File: config.mk
export PLATFORM = sky130hd
export DESIGN_NAME = fifo_push_arbiter
export DESIGN_NICKNAME = d
export VERILOG_FILES = /design/src/rtl/fifo_push_arbiter.sv
export SDC_FILE = /design/constraint.sdc
export NUM_CORES = 1
export LEC_CHECK = 0
export CAP_MARGIN = 20
export CORE_MARGIN = 1.5
export CORE_UTILIZATION = 30
export CTS_CLUSTER_DIAMETER = 40
export CTS_CLUSTER_SIZE = 30
export DETAILED_ROUTE_END_ITERATION = 7
export MAX_ROUTING_LAYER = met4
export PLACE_DENSITY = 0.82
export SETUP_SLACK_MARGIN = 0.05
export SYNTH_ARGS = -nofsm -noshare
export SYNTH_HDL_FRONTEND = slang
export SYNTH_SLANG_ARGS = --single-unit
File: constraint.sdc
create_clock -name clk -period 3.73 [get_ports clk]
set_input_delay 0.5595 -clock clk [delete_from_list [all_inputs] [get_ports clk]]
set_output_delay 0.5595 -clock clk [all_outputs]
set_load 0.01 [all_outputs]
File: src/rtl/fifo_push_arbiter.sv
// fifo_push_arbiter
//   Round-robin arbiter that lets NUM_REQ requesters push into one downstream
//   FIFO. A requester that wins keeps ownership for up to the burst limit of
//   consecutive accepts, stalls (without losing ownership) while the FIFO is
//   full, and hands over through one idle bubble cycle.
//
//   Build option: define FIFO_ARB_BURST_EN to allow bursts of up to BURST_LEN
//   accepts per ownership. Without it every ownership is a single accept
//   (pure per-entry round-robin) and BURST_LEN has no effect.
//
// Ports
//   clk         clock, rising edge
//   rst         asynchronous active-high reset
//   req         per-requester level push request
//   data_i      requester k data at [k*DATA_WIDTH +: DATA_WIDTH]
//   grant       one-hot, requester whose data is sampled this cycle
//   owner       current or last granted requester
//   fifo_count  downstream FIFO occupancy
//   fifo_push   registered push to the downstream FIFO
//   fifo_data   registered data to the downstream FIFO
module fifo_push_arbiter #(
  parameter int DATA_WIDTH = 32,
  parameter int NUM_REQ    = 4,
  parameter int FIFO_DEPTH = 64,
  parameter int BURST_LEN  = 4
) (
  input  logic                            clk,
  input  logic                            rst,
  input  logic [NUM_REQ-1:0]              req,
  input  logic [NUM_REQ*DATA_WIDTH-1:0]   data_i,
  output logic [NUM_REQ-1:0]              grant,
  output logic [$clog2(NUM_REQ)-1:0]      owner,
  input  logic [$clog2(FIFO_DEPTH):0]     fifo_count,
  output logic                            fifo_push,
  output logic [DATA_WIDTH-1:0]           fifo_data
);

  localparam int IW = $clog2(NUM_REQ);
  localparam int CW = $clog2(FIFO_DEPTH) + 1;

`ifdef FIFO_ARB_BURST_EN
  localparam logic [7:0] LIMIT = 8'(BURST_LEN);
`else
  // Single accept per ownership; BURST_LEN is deliberately ignored.
  localparam logic [7:0] LIMIT = (BURST_LEN > 0) ? 8'd1 : 8'd1;
`endif

  typedef enum logic {IDLE = 1'b0, SERVE = 1'b1} state_t;

  state_t          state, state_nxt;
  logic [IW-1:0]   ptr;
  logic [7:0]      bcnt;
  logic            space;
  logic            sel_vld;
  logic [IW-1:0]   sel_idx;
  logic            gnt_vld;
  logic [IW-1:0]   gnt_idx;
  logic            serve_exit;
  logic [CW:0]     occupancy;

  // The push registered last cycle is not yet visible in fifo_count.
  assign occupancy = {1'b0, fifo_count} + (CW+1)'(fifo_push);
  assign space     = occupancy < (CW+1)'(FIFO_DEPTH);

  // First requesting index searching ptr, ptr+1, ... modulo NUM_REQ.
  always_comb begin
    logic [IW:0] cand;
    sel_vld = 1'b0;
    sel_idx = '0;
    for (int i = 0; i < NUM_REQ; i++) begin
      cand = {1'b0, ptr} + (IW+1)'(i);
      if (cand >= (IW+1)'(NUM_REQ)) cand = cand - (IW+1)'(NUM_REQ);
      if (!sel_vld && req[cand[IW-1:0]]) begin
        sel_vld = 1'b1;
        sel_idx = cand[IW-1:0];
      end
    end
  end

  // FSM state register
  always_ff @(posedge clk or posedge rst) begin
    if (rst) state <= IDLE;
    else     state <= state_nxt;
  end

  // FSM next state and accept decision
  always_comb begin
    state_nxt  = state;
    gnt_vld    = 1'b0;
    gnt_idx    = owner;
    serve_exit = 1'b0;
    case (state)
      IDLE: begin
        if (sel_vld && space) begin
          gnt_vld   = 1'b1;
          gnt_idx   = sel_idx;
          state_nxt = SERVE;
        end
      end
      SERVE: begin
        // Exit cycle never grants: it is the bubble between owners.
        if (!req[owner] || bcnt >= LIMIT) begin
          state_nxt  = IDLE;
          serve_exit = 1'b1;
        end else if (space) begin
          gnt_vld = 1'b1;
        end
      end
      default: state_nxt = IDLE;
    endcase
  end

  // FSM outputs; reset masks grant immediately, not only at the next edge.
  always_comb begin
    grant = '0;
    if (gnt_vld && !rst) grant[gnt_idx] = 1'b1;
  end

  // Ownership, burst count, pointer and FIFO push register
  always_ff @(posedge clk or posedge rst) begin
    if (rst) begin
      ptr       <= '0;
      owner     <= '0;
      bcnt      <= '0;
      fifo_push <= 1'b0;
      fifo_data <= '0;
    end else begin
      fifo_push <= gnt_vld;
      if (gnt_vld) fifo_data <= data_i[gnt_idx*DATA_WIDTH +: DATA_WIDTH];
      if (state == IDLE && gnt_vld) begin
        owner <= gnt_idx;
        bcnt  <= 8'd1;
      end else if (state == SERVE && gnt_vld) begin
        bcnt <= bcnt + 8'd1;
      end
      if (serve_exit) begin
        bcnt <= '0;
        if (owner == IW'(NUM_REQ - 1)) ptr <= '0;
        else                           ptr <= owner + IW'(1);
      end
    end
  end

endmodule

==> summary.md <==
| Metric | Value |
|---|---|
| Sw Pwr | 1087 uW |
| Final Max Slew Viols | 0 |
| DRT Wirelength | 9025 um |
| Clock buffer depth | 2 |
| Port buffer count | 179 |
| GR Util met3 | 4.226% |
| GRT met2 Usage | 37.73% |
| Final hold slack | 0.5362 ns |
| Vias per inst | 5.356 |
| Full die area | 0.009144 mm2 |
| CP Data Required Time | 3.17 ns |
| Min cycle time layout | 3.491 ns |
| Clock sink total | 46 |
| CTS Buf Count | 5 |
| Switching Share | 38.66% |
| Seq/Total Area, Yosys | 44.73% |
| Clk_lat worst skew | 0.29 ns |
| CP endpoint kind | output port |
| ANT nets after route | 0 |
| Slew Limit Headroom | 46.11% |
| Die X | 95.63 um |
| RSZ-0062 raised after global routing | false |
| Post-CTS setup buffer count | 0 |
| RePlAce Congestion | 0.8606 |
| Area Overhead vs Synth | 77.49% |
| Crit start category | input port |
| CP max FO | 5 |
| Worst setup path category | in2out |
| Initial Util | 31.17% |
| Final hold viol count | 0 |
| Ports | 180 |
| Drt pass-1 iters | 6 |
| Initial DRC count | 164 |
| Hold buffer count at CTS | 0 |
| Final #Nets | 584 |
| Min-delay worst type | reg2reg |
| CP Capture Point | grant[1] |
| Crit path DAT | 2.93 ns |
| Crit share post-route | 93.58% |
| Worst r2r src | owner[0] |
| GR Util met1 | 21.47% |
| Proportion of synthesized flip-flops having asynchronous set or reset | 100.0% |
| Comb pwr share | 56.7% |
| Row Count | 33 |
| Clk_skew | 0.005535 ns |
| Antenna violations before repair | 0 |
| Gr ovfl total | 0 |
| EDFF count, synth | 0 |
| Predominant post-synthesis flop cell | dfrtp_1 |
| Pwr Density | 615.5 mW/mm2 |
| Die Ht | 95.63 um |
| Max H-tree Level | 2 |
| Clock tree from TritonCTS | built |
| Crit. Startpoint | req[0] |
| Max-cap viol count | 0 |
| Drc violations | 0 |
| Pint | 1725 uW |
| Synthesis-stage register bit count | 46 |
| GR peak layer | met2 |
| Mapped Nets | 409 |
| Tightest Pin Transition | 0.8084 ns |
| Gate Count Post-Synth | 264 |
| Reg2reg setup slack | 1.18 ns |
| Share of layout cells above drive strength 1 | 6.136% |
| ANT cells | 0 |
| Yosys warning count | 0 |
| Capturing point of the worst reg2reg path | fifo_data[26] |
| DP HPWL | 6852 um |
| Root Buffer Master | clkbuf_8 |
| Static leakage | 0.001755 uW |
| First-pass GRT wire length | 13680 um |
| Library cells used by synthesis | 39 |
| Post-CTS resize count | 0 |
| Post-DR wirelength/cell | 16.56 um |
| GRT Total Usage | 20.16% |
| Final Setup Violations | 0 |
| Max VDD drop | 0.0002649 V |
| Syn avg cell area | 9.749 um2 |
| Core area | 0.008258 mm2 |
| Netlist Area Pre-Place | 0.002574 mm2 |
| F_max | 0.2865 GHz |
| Clk slew on worst S/H paths | 0.08 ns |
| Clock power share | 13.0% |
| Fillers | 711 |
| Via count | 2919 |
| Sequential share of power | 30.3% |
| R2r worst-path depth | 8 |
| Commonest non-fill, non-tap cells in the layout | clkdlybuf4s50_1, dfrtp_1, nor2_1 |
| Most common cell after layout, fill and taps aside | clkdlybuf4s50_1 |
| Final setup TNS | 0 ns |
| Largest net degree at the start of global routing | 55 |
| Status | complete, no violations |
| Number of global-route vias before repair | 2867 |
## power by group through the flow
stage	combinational, uW	clock, uW	sequential [uW]
after detailed placement	1610	0	863
after global placement	1560	0	848
after CTS	1610	379	853
after floorplan	755	0	931
final	1590	366	851
after global routing	1730	395	883
## cells in the mapped netlist, types with 2 or more instances
master    instances  share of area (%)
dfrtp_1          46                 45
nor2_1           36                5.3
nand2_1          29                4.2
a222oi_1         21                8.2
a31oi_1          21                5.1
buf_2            16                3.1
a21oi_1          13                2.5
a221oi_1         11                3.7
a22oi_1          11                3.2
and3_1            5                1.2
nor2b_1           5                1.2
o21ai_0           5               0.97
ha_1              4                1.9
nand3_1           4               0.78
nor4b_1           4                1.4
inv_1             3               0.44
nor4_1            3               0.73
o211ai_1          3               0.87
a211o_1           2               0.68
buf_4             2               0.58
nor2_4            2               0.87
## state kept, by name, indices dropped and copies added, names as in the netlist
register	flops
fifo_data	32
owner	2
fifo_push	1
ptr	2
state	1
bcnt	8
## worst min-delay path by stage
stage               cells past startpoint            end  slack, ns           from
floorplan                               2        bcnt[1]       0.48        bcnt[1]
global placement                        2        bcnt[1]       0.51        bcnt[1]
detailed placement                      2  fifo_data[19]       0.52  fifo_data[19]
CTS                                     2  fifo_data[19]       0.54  fifo_data[19]
global route                            2  fifo_data[11]       0.56  fifo_data[11]
finish                                  2  fifo_data[19]       0.54  fifo_data[19]
## routing by layer
metal  routed length (um)  part of all wire, %
met1                 3329                   37
met2                 4803                   53
met3                  782                  8.7
met4                  109                  1.2
met5                    0                    0
## area by class of cell
class / instances / area [um2] / area share (%)
tap: 105 / 131.4 / 2.876
timing repair buffer: 187 / 1852 / 40.54
clock buffer: 7 / 76.32 / 1.671
sequential: 46 / 1151 / 25.20
clock inverter: 1 / 30.03 / 0.6574
multi-input combinational: 195 / 1310 / 28.68
inverter: 4 / 17.52 / 0.3835
## through the flow
stage	cell area, um2	setup slack, ns	power [uW]	util, %	cells
6_report	4568	0.2395	2812	55.32	545
4_1_cts	4568	0.1527	2843	55.32	545
5_1_grt	4568	0.07569	3005	55.32	545
2_1_floorplan	2574	1.182	1686	-	264
3_5_place_dp	4462	0.1481	2473	54.03	537
3_3_place_gp	4462	0.3181	2409	54.03	537
## kinds of logic after synthesis
group / Yosys count / synth area share [%]
flops: 46 / 44.73
simple gates: 93 / 17.21
compound gates: 96 / 30.00
buf+inv: 23 / 4.813
fa+ha+maj: 4 / 1.945
mux: 2 / 1.312
## critical path, cell delays in order
cell and delay [ns]:
clkdlybuf4s50_1 0.47, nor2b_1 0.17, o21ai_0 0.24, o211ai_1 0.26, o21ai_1 0.32, nor4b_1 0.29
clkdlybuf4s50_1 0.62
Power figures use the tool's default switching activity.
